## src/rtl/uart_msg_pkg.sv

```systemverilog
// Shared definitions for uart_msg_sender: FSM state encoding, ASCII line
// terminators and the message byte selector.
package uart_msg_pkg;

  typedef enum logic [2:0] {
    IDLE = 3'd0,
    SEND = 3'd1,
    ACK  = 3'd2,
    WAIT = 3'd3,
    GAP  = 3'd4
  } state_t;

  localparam logic [7:0] CHR_CR = 8'h0D;
  localparam logic [7:0] CHR_LF = 8'h0A;

  // Messages are zero-extended into this fixed width before byte selection.
  localparam int MSG_MAX_LEN  = 64;
  localparam int MSG_MAX_BITS = 8 * MSG_MAX_LEN;

  // Byte 0 is the most-significant byte; idx == len / len+1 yield CR / LF.
  function automatic logic [7:0] byte_at(input logic [MSG_MAX_BITS-1:0] msg,
                                         input int unsigned idx,
                                         input int unsigned len);
    logic [MSG_MAX_BITS-1:0] shifted;
    byte_at = 8'h00;
    shifted = '0;
    if (idx < len) begin
      shifted = msg >> (8 * (len - 1 - idx));
      byte_at = shifted[7:0];
    end else if (idx == len) begin
      byte_at = CHR_CR;
    end else if (idx == len + 1) begin
      byte_at = CHR_LF;
    end
  endfunction

endpackage

```

## src/rtl/uart_msg_gap_timer.sv

```systemverilog
// Loadable down-counter timing the idle gap between repeated messages;
// counts down to zero on its own once loaded and then holds.
module uart_msg_gap_timer #(
  parameter int GAP_CYCLES = 255,
  parameter int GAP_W      = 8
) (
  input  logic clk,
  input  logic rst,
  input  logic load,
  input  logic clear,
  output logic expired
);

  logic [GAP_W-1:0] count_reg;

  always_ff @(posedge clk or posedge rst) begin
    if (rst) begin
      count_reg <= '0;
    end else if (clear) begin
      count_reg <= '0;
    end else if (load) begin
      count_reg <= GAP_W'(GAP_CYCLES);
    end else if (count_reg != '0) begin
      count_reg <= count_reg - GAP_W'(1);
    end
  end

  assign expired = (count_reg == '0);

endmodule

```

## src/rtl/uart_msg_sender.sv

```systemverilog
// Streams a compile-time message into a txuart via tx_wr/busy, one-shot or
// repeating with an idle gap. Define UART_MSG_CRLF_EN to append CR LF.
module uart_msg_sender
  import uart_msg_pkg::*;
#(
  parameter int                   MSG_LEN    = 6,
  parameter logic [8*MSG_LEN-1:0] MSG        = "hello ",
  parameter int                   GAP_CYCLES = 255
) (
  input  logic       clk,
  input  logic       rst,
  input  logic       start,
  input  logic       repeat_en,
  input  logic       abort,
  input  logic       busy,
  output logic       tx_wr,
  output logic [7:0] tx_data,
  output logic       active,
  output logic       done
);

  localparam int IDX_W = $clog2(MSG_LEN + 2);
  localparam int GAP_W = (GAP_CYCLES > 0) ? $clog2(GAP_CYCLES + 1) : 1;
`ifdef UART_MSG_CRLF_EN
  localparam int LAST = MSG_LEN + 1;
`else
  localparam int LAST = MSG_LEN - 1;
`endif
  localparam logic [IDX_W-1:0]        LAST_IDX = IDX_W'(LAST);
  localparam logic [MSG_MAX_BITS-1:0] MSG_EXT  = MSG_MAX_BITS'(MSG);

  state_t           state_reg, state_next;
  logic [IDX_W-1:0] idx_reg, idx_next;
  logic             tx_wr_reg, tx_wr_next;
  logic [7:0]       tx_data_reg, tx_data_next;
  logic             active_reg, active_next;
  logic             done_reg, done_next;
  logic             gap_load, gap_clear, gap_expired;

  uart_msg_gap_timer #(
    .GAP_CYCLES (GAP_CYCLES),
    .GAP_W      (GAP_W)
  ) u_gap_timer (
    .clk     (clk),
    .rst     (rst),
    .load    (gap_load),
    .clear   (gap_clear),
    .expired (gap_expired)
  );

  always_ff @(posedge clk or posedge rst) begin
    if (rst) begin
      state_reg   <= IDLE;
      idx_reg     <= '0;
      tx_wr_reg   <= 1'b0;
      tx_data_reg <= 8'h00;
      active_reg  <= 1'b0;
      done_reg    <= 1'b0;
    end else begin
      state_reg   <= state_next;
      idx_reg     <= idx_next;
      tx_wr_reg   <= tx_wr_next;
      tx_data_reg <= tx_data_next;
      active_reg  <= active_next;
      done_reg    <= done_next;
    end
  end

  always_comb begin
    state_next   = state_reg;
    idx_next     = idx_reg;
    tx_wr_next   = 1'b0;
    tx_data_next = tx_data_reg;
    active_next  = active_reg;
    done_next    = 1'b0;
    gap_load     = 1'b0;
    gap_clear    = 1'b0;
    if (abort) begin
      state_next  = IDLE;
      idx_next    = '0;
      active_next = 1'b0;
      gap_clear   = 1'b0 | 1'b1;
    end else begin
      case (state_reg)
        IDLE: begin
          // active lingers for the done cycle, so a start there is still ignored
          active_next = 1'b0;
          if (start && !active_reg) begin
            state_next  = SEND;
            idx_next    = '0;
            active_next = 1'b1;
          end
        end
        SEND: begin
          if (!busy) begin
            tx_wr_next   = 1'b1;
            tx_data_next = byte_at(MSG_EXT, 32'(idx_reg), MSG_LEN);
            state_next   = ACK;
          end
        end
        ACK: begin
          // busy only rises the cycle after tx_wr is accepted
          state_next = WAIT;
        end
        WAIT: begin
          if (!busy) begin
            if (idx_reg != LAST_IDX) begin
              idx_next   = idx_reg + IDX_W'(1);
              state_next = SEND;
            end else begin
              done_next = 1'b1;
              idx_next  = '0;
              if (repeat_en) begin
                state_next = GAP;
                gap_load   = 1'b1;
              end else begin
                state_next = IDLE;
              end
            end
          end
        end
        GAP: begin
          if (gap_expired) begin
            idx_next = '0;
            if (repeat_en) begin
              state_next = SEND;
            end else begin
              state_next  = IDLE;
              active_next = 1'b0;
            end
          end
        end
        default: begin
          state_next  = IDLE;
          idx_next    = '0;
          active_next = 1'b0;
        end
      endcase
    end
  end

  assign tx_wr   = tx_wr_reg;
  assign tx_data = tx_data_reg;
  assign active  = active_reg;
  assign done    = done_reg;

endmodule

```

## config.mk

```make
export PLATFORM = sky130hd
export DESIGN_NAME = uart_msg_sender
export DESIGN_NICKNAME = d
export VERILOG_FILES = /design/src/rtl/uart_msg_pkg.sv /design/src/rtl/uart_msg_gap_timer.sv /design/src/rtl/uart_msg_sender.sv
export SDC_FILE = /design/constraint.sdc
export NUM_CORES = 1
export LEC_CHECK = 0
export CAP_MARGIN = 20
export CORE_MARGIN = 4
export CORE_UTILIZATION = 50
export CTS_CLUSTER_SIZE = 30
export DETAILED_ROUTE_END_ITERATION = 10
export GPL_TIMING_DRIVEN = 0
export PLACE_DENSITY_LB_ADDON = 0.05
export SKIP_CTS_REPAIR_TIMING = 1
export SYNTH_ARGS = -nofsm -noshare
export SYNTH_HDL_FRONTEND = slang
export SYNTH_SLANG_ARGS = --single-unit
```

## constraint.sdc

```tcl
create_clock -name clk -period 2.2 [get_ports clk]
set_clock_uncertainty 0.15 [all_clocks]
set_input_delay 0.44 -clock clk [delete_from_list [all_inputs] [get_ports clk]]
set_output_delay 0.44 -clock clk [all_outputs]
set_load 0.01 [all_outputs]
```

Yosys cells after proc, flatten, opt, wreduce, memory -nomap -nowiden
Cells that the tools add are included.
W data, S select, Z words.
{"block": "totals", "latchBits": 0, "output_inout_bits": 11, "elab_cells": 79, "n_memories": 0, "ramBits": 0, "reg_bits": 25, "mem_bits_ro": 0}
{"block": "op_classes", "order_cmp": 1, "mul": 0, "n_reduce_logical": 12, "mux": 39, "add_sub_neg": 3, "bitwise_logic": 2, "div": 0, "eq_ne": 14, "shifts": 1}
{"operator": "$shr A47 B32 Y8 const A", "count": 1}
{"operator": "$mux W3", "count": 12}
{"operator": "$mux W8", "count": 4}
{"operator": "$mux W1", "count": 18}
{"operator": "$ne A3 B3 Y1 const B", "count": 6}
{"operator": "$pmux W3 S5", "count": 1}
{"operator": "$pmux W3 S4", "count": 1}
{"operator": "$eq A3 B3 Y1 const B", "count": 3}
{"operator": "$logic_not A8 Y1", "count": 1}
{"operator": "$mux W4", "count": 2}
{"operator": "$reduce_and A4 Y1", "count": 2}
{"operator": "$reduce_bool A8 Y1", "count": 1}
{"operator": "$sub A8 B1 Y8 const B", "count": 1}
{"operator": "$eq A3 B2 Y1 const B", "count": 2}
{"operator": "$reduce_and A3 Y1", "count": 2}
{"operator": "$ne A2 B1 Y1 const B", "count": 2}
{"operator": "$sub A3 B3 Y4 const A", "count": 1}
{"operator": "$add A3 B1 Y3 const B", "count": 1}
{"operator": "$eq A3 B1 Y1 const B", "count": 1}
{"operator": "$logic_not A3 Y1", "count": 1}
{"operator": "$lt A3 B3 Y1 const B", "count": 1}
{"operator": "$pmux W1 S3", "count": 1}
{"operator": "$reduce_bool A3 Y1", "count": 1}
{"operator": "$reduce_or A3 Y1", "count": 1}
{"operator": "4 further kinds", "count": 5}

Depth between registers and ports, before layout
{"block": "depth", "word_depth": 7, "mapped_depth": 6, "ltp_nobuf": 6}

Modules after synthesis
Synthesis repeated with hierarchy kept, for this count alone.
{"block": "unflattened", "cells_unflattened": 139, "area_unflattened_um2": 1338.8}
{"module": "uart_msg_sender", "area_per_inst_um2": 873.3, "cells_each": 92, "instances": 1}
{"module": "uart_msg_gap_timer", "area_per_inst_um2": 465.4, "cells_each": 47, "instances": 1}

Worst setup path after synthesis
Ideal clock, no wire load.
{"block": "synth_timing", "kind": "register to register", "from": "register u_gap_timer.count_reg[0]", "to": "register idx_reg[0]", "stages_incl_launch_ff": 7, "synth_period_minus_slack_ps": 1959, "path_slack_ps": 241, "t_arrival_ps": 1684, "t_required_ps": 1925, "n_path_buf": 0, "cell_sequence": "dfrtp_1 -> inv_1 -> ha_1 -> nor4b_4 -> a21oi_2 -> a311o_1 -> mux2_4"}
{"block": "synth_via", "elab_chain_len": 3}
{"item": "start, declared", "line_no": "uart_msg_gap_timer.sv:14", "text": "logic [GAP_W-1:0] count_reg;"}
{"item": "start signal, assigned", "line_no": "uart_msg_gap_timer.sv:22", "text": "count_reg <= GAP_W'(GAP_CYCLES);"}
{"item": "start signal, assigned", "line_no": "uart_msg_gap_timer.sv:24", "text": "count_reg <= count_reg - GAP_W'(1);"}
{"item": "$logic_not A8 Y1", "line_no": "uart_msg_gap_timer.sv:28", "text": "assign expired = (count_reg == '0);"}
{"item": "$ne A3 B3 Y1 (no line)"}
{"item": "$reduce_and A4 Y1 (no line)"}
{"item": "end signal, assigned", "line_no": "uart_msg_sender.sv:61", "text": "idx_reg <= idx_next;"}
{"item": "end, declared", "line_no": "uart_msg_sender.sv:33", "text": "logic [IDX_W-1:0] idx_reg, idx_next;"}
Every way passes these cells.
A chain may end at the register's enable or synchronous reset.

Worst setup path in the final report
Same ends and word-level chain as after synthesis.

==> key figures <==
Synthesis
  – Count of cell types in the netlist: 46
  – Most used DFF post-synth: dfrtp_1
  – Most numerous cell in the Yosys netlist: dfrtp_1
  – Ys async rst share: 100%
  – Mapped cell area: 1320 µm²
  – Synthesized instance count: 133
  – Synth top area share: 43.7%
  – Synth area leaders: dfrtp_1, ha_1, xnor2_1, o21ai_0, nand2_1
  – Synth top cells by count: dfrtp_1, nand2_1, o21ai_0
  – Avg Inst Size Synth: 9.90 µm²
  – Post-synth EDFFs: 0
  – Seq/Total Area, Yosys: 43.7%
  – Yosys warnings: 0
  – #FFs+latches synth: 23
  – Top cell type by total area after synthesis: dfrtp_1

Clocking
  – Total CTS buffers: 3
  – Clk slew on worst S/H paths: 0.13 ns
  – CTS tree: yes
  – Max H-tree Level: 1
  – Clk Tree Root Cell: clkbuf_4
  – CTS Sinks: 23
  – Latest clock arrival within the worst-skew pair: 0.32 ns
  – Maximum clock insertion buffer count: 2

STA
  – Hold WS: 0.353 ns
  – Post-layout min period: 2.14 ns
  – Pins Over Slew Limit: 0
  – Final setup fails: 0
  – Worst-margin pin slew: 0.874 ns
  – Max_slew headroom: 41.7%
  – Final cycle utilization of the critical path: 97.5%
  – FMAX: 466 MHz
  – Hold Fails Final Rpt: 0
  – Setup TNS: 0 ns

Layout
  – Multi-input combinational cell area: 684 µm²
  – Ant. Diodes: 0
  – Final non-filler cell total: 184
  – Area Overhead vs Synth: 17.2%
  – Layout cells sized above 1: 11.0%
  – Nets@finish: 169
  – Reg area: 576 µm²
  – Max reg flops: 8
  – Fill cell count: 213
  – Fin util: 61.7%

Route
  – Detailed Route WL: 2580 µm
  – Vias: 1016
  – Drt initial violations: 25
  – Routed vias/inst: 5.52
  – Final antenna-violating net count: 0
  – Routed len/inst: 14.0 µm
  – # DRC: 0
  – TritonRoute pass-1 iters: 4

Setup path
  – Setup crit end kind: flop
  – Worst EP arrival: 2.22 ns
  – Kind of critical path: flop to flop
  – Critical path required time: 2.27 ns
  – CP max FO: 4
  – Startpoint Class: flop

GRT
  – GRT Resource Usage Total: 17.2%
  – Pin count of the biggest net entering global routing: 24
  – First-pass GRT wire length: 4530 µm
  – Grt total ovfl: 0
  – Initial antenna violation count: 0
  – Vias in the first global route: 996

Power and ir drop
  – Leak: 0.681 nW
  – Tot Pwr: 1.46 mW
  – Peak VDD IR: 768 µV
  – Power Density: 946 nW/µm²

Place
  – RD Place Congestion: 0.882
  – Placed cell count: 178
  – Port Buffers: 14
  – Final HPWL DP: 1880 µm

Floorplan
  – Die ar.: 3520 µm²
  – Starting Density: 52.7%
  – Core footprint: 2500 µm²
  – Die span in x: 59.3 µm
  – Die height: 59.3 µm
  – Num rows: 18
  – I/O pins: 17

Status
  – Status: completed

Flow run
  – MaxCap Viol Count: 0

Worst hold path
  – HP Class: flop to flop
[cell families (layout without fill, tap and decap cells)]
kind of cell	count (synthesis)	count (layout)	share of synthesized area, %
AND/OR/NAND/NOR	43	43	18.8
other	1	2	0.285
XOR/XNOR	7	7	4.66
buffers and inverters	14	34	4.75
adder cells (fa/ha/maj)	8	8	7.60
AO/OA/AOI/OAI	33	33	16.6
multiplexers	4	4	3.52
flip-flops	23	23	43.7
[metrics by stage]
step | cell area, µm² | worst slack [ns]
4_1_cts | 1530 | 0.0185
5_1_grt | 1540 | -0.0162
3_3_place_gp | 1500 | -0.232
6_report | 1540 | 0.0558
3_5_place_dp | 1500 | -0.253
2_1_floorplan | 1320 | 0.241
[critical path, stage by stage (launching register included)]
cell and delay [ns]:
dfrtp_1 0.44, inv_1 0.08, ha_2 0.20, nor4b_4 0.31
a21oi_2 0.14, a311o_1 0.42, mux2_4 0.31
[per-layer routing]
metal / global-route usage (%) / routed length, µm / vias up
met5: 0 / 0 / -
li1: - / - / 518
met2: 26.4 / 1180 / 27
met3: 4.79 / 111 / 4
met1: 23.5 / 1260 / 467
met4: 5.50 / 26 / 0
[report_power, final]
group | internal [mW] | switching (mW)
registers | 0.526 | 0.102
clock network | 0.0681 | 0.133
logic | 0.339 | 0.291
[layout by cell type (no fill, tap or decap), types with 3 or more instances in the layout]
cell type / synthesis / layout
a21oi_1: 4 / 4
a31oi_1: 3 / 3
buf_4: 2 / 4
clkbuf_4: 0 / 3
clkdlybuf4s50_1: 0 / 14
dfrtp_1: 23 / 23
ha_1: 8 / 7
inv_1: 7 / 7
nand2_1: 12 / 12
nor2_1: 7 / 7
nor2b_1: 4 / 4
nor3_1: 4 / 4
o21ai_0: 9 / 9
o21ai_1: 4 / 4
xnor2_1: 7 / 7
[path summary, 6_finish.rpt]
path	startpoint	end	slack [ns]	cells after the start
max	u_gap_timer.count_reg[0]	idx_reg[0]	0.06	6
min	tx_data[1]	tx_data[1]	0.35	2
max reg2reg	u_gap_timer.count_reg[0]	idx_reg[0]	0.06	6
min reg2reg	tx_data[1]	tx_data[1]	0.35	2
max in group asynchronous	rst	tx_data[6]	0.91	2
min in group asynchronous	rst	u_gap_timer.count_reg[1]	0.46	2
[cell type report]
| class | instances | share of cell area [%] |
|---|---|---|
| Sequential cell | 23 | 37.3 |
| Buffer | 6 | 2.11 |
| Clock inverter | 1 | 0.324 |
| Clock buffer | 3 | 1.46 |
| Inverter | 8 | 1.95 |
| Multi-Input combinational cell | 97 | 44.4 |
| Tap cell | 30 | 2.43 |
| Timing Repair Buffer | 16 | 10.1 |
(Power assumes the default switching activity.)
==> RTL edit: new RTL, config.mk and constraints unchanged <==
Encoding of `state_t`: now Gray code (3 bits for 5 states).
--- a/src/rtl/uart_msg_pkg.sv
+++ b/src/rtl/uart_msg_pkg.sv
@@ -5,7 +5,7 @@
   typedef enum logic [2:0] {
-    IDLE = 3'd0,
-    SEND = 3'd1,
-    ACK  = 3'd2,
-    WAIT = 3'd3,
-    GAP  = 3'd4
+    IDLE = 3'b000,
+    SEND = 3'b001,
+    ACK  = 3'b011,
+    WAIT = 3'b010,
+    GAP  = 3'b110
   } state_t;
Check against the original RTL: same outputs for any inputs over 10 cycles, from zero or initial values and one cycle with rst high; not proved beyond that.
==> RTL edit against the original RTL <==
Cell count increased by 5.4%. Cell area is 3.6% higher. Combinational power is 5.4% lower. Area after synthesis increased by 6.3%. Utilization is 0.57 points higher. Sequential cell count did not move. Die area grew 5.4%. Power down 4.6%. Worst setup slack gained 95 ps. Wire length increased by 3.3%. Critical endpoint is now idx_reg[1]. Largest power group is now sequential cells. Highest routed layer unchanged.
==> RTL edit: results (changes against the original RTL) <==
- Status: finished clean (unchanged)
- Post-synth top cells: 23 x dfrtp_1, 19 x a21oi_1, 14 x nand2_1 (was 23 x dfrtp_1, 12 x nand2_1, 9 x o21ai_0)
- Met2 usage: 27.2% (was 26.4%)
- Metal-1 WL: 1270 µm (was 1260 µm)
- Critical-path top delay cell: a2111o_1 (was dfrtp_1)
- Ranking of synthesized cells by area: dfrtp_1 41%, ha_1 8.1%, a21oi_1 6.8% (was dfrtp_1 44%, ha_1 7.6%, xnor2_1 4.7%)
- Worst slew pin tran: 892 ps (was 874 ps)
- Total power per unit cell area: 871 mW/mm² (was 946 mW/mm²)
- Net Sw Frac: 37.0% (was 36.1%)
- Min-Delay Path Class: primary input to register (was register to register)
- Nets: 180 (was 169)
- Placed standard-cell area: 0.00157 mm² (was 0.00150 mm²)
- Fraction of layout cells with a size suffix above 1: 12.2% (was 11.0%)
- Post-route insts no fill: 194 (was 184)
- DR WL met2: 1240 µm (was 1180 µm)
- Detailed route wirelength on metal3: 137 µm (was 111 µm)
- Hold WS: 345 ps (was 353 ps)
- Worst Hold Path EP: state_reg[1] (was tx_data[1])
- Final HPWL DP: 1950 µm (was 1880 µm)
- Crit-path max FO: 6 (was 4)
- GPL Wtd Cong: 0.786 (was 0.882)
- Avg Inst Size Synth: 9.52 µm² (was 9.90 µm²)
- R2r endpoint: idx_reg[1] (was idx_reg[0])
- DR vias/cell: 5.67 (was 5.52)
- Seq/Total Area, Yosys: 41.1% (was 43.7%)
- Met3 global-route usage: 2.55% (was 4.79%)
- Port Buffer Count: 13 (was 14)
- Worst hold stages: 3 (was 2)
- Clk power: 0.000196 W (was 0.000202 W)
- Maximum vdd drop: 681 µV (was 768 µV)
- R2R setup slack: 150 ps (was 60 ps)
- Avg WL per Cell: 13.7 µm (was 14.0 µm)
- Comb. pwr: 0.000596 W (was 0.000630 W)
- Synth cell types: 43 (was 46)
- Skew-Pair Late Insertion Delay: 300 ps (was 320 ps)
- Filler Cell Count: 248 (was 213)
- DRT iter0 DRCs: 55 (was 25)
-- RTL edit: cell types whose count changed after synthesis, moves of 3 or more --
cell and delta:
a21oi_1 +15, nor2b_1 -3, nand2b_1 +3, o21ai_2 +3, inv_1 +4, xnor2_1 -5
nor4_1 +3, o21ai_0 -5
-- RTL edit: cell type report --
cell class,count,area [µm²],share of cell area (%)
Buffer,8,56.3,3.52
Multi-Input combinational cell,105,731,45.7
Clock inverter,1,5.00,0.313
Timing Repair Buffer,13,130,8.14
Inverter,11,41.3,2.58
Clock buffer,3,22.5,1.41
Tap cell,30,37.5,2.35
Sequential cell,23,576,36.0
-- RTL edit: worst max-delay path by stage --
stage | from | endpoint | slack, ps | depth (start not counted)
after floorplan | u_gap_timer.count_reg[0] | idx_reg[0] | 290 | 6
after CTS | u_gap_timer.count_reg[0] | idx_reg[0] | 4 | 6
final | u_gap_timer.count_reg[0] | idx_reg[1] | 150 | 6
after global placement | u_gap_timer.count_reg[0] | idx_reg[0] | 40 | 6
after detailed placement | u_gap_timer.count_reg[0] | idx_reg[0] | 20 | 6
after global routing | idx_reg[1] | u_gap_timer.count_reg[3] | 30 | 5
-- RTL edit: cell families (layout without fill, tap and decap cells) --
family                     Yosys count  count (layout)  synth area share [%]
AOI/OAI and AO/OA                   44              44                  20.2
xor gates and xnor gates             2               2                  1.25
adders and majority gates            9               9                  8.05
buffers and inverters               20              36                  7.24
DFF                                 23              23                  41.1
muxes                                5               5                  3.76
other                                1               2                 0.268
and+or+nand+nor                     43              43                  18.1
-- RTL edit: worst max-delay path: cells and delay by family, from the launching register on --
family | cells | cell delay [ps]
adder cells (fa/ha/maj) | 1 | 210
buffers and inverters | 1 | 80
AO/OA/AOI/OAI | 1 | 510
multiplexers | 1 | 210
flip-flops | 1 | 420
AND/OR/NAND/NOR | 2 | 400
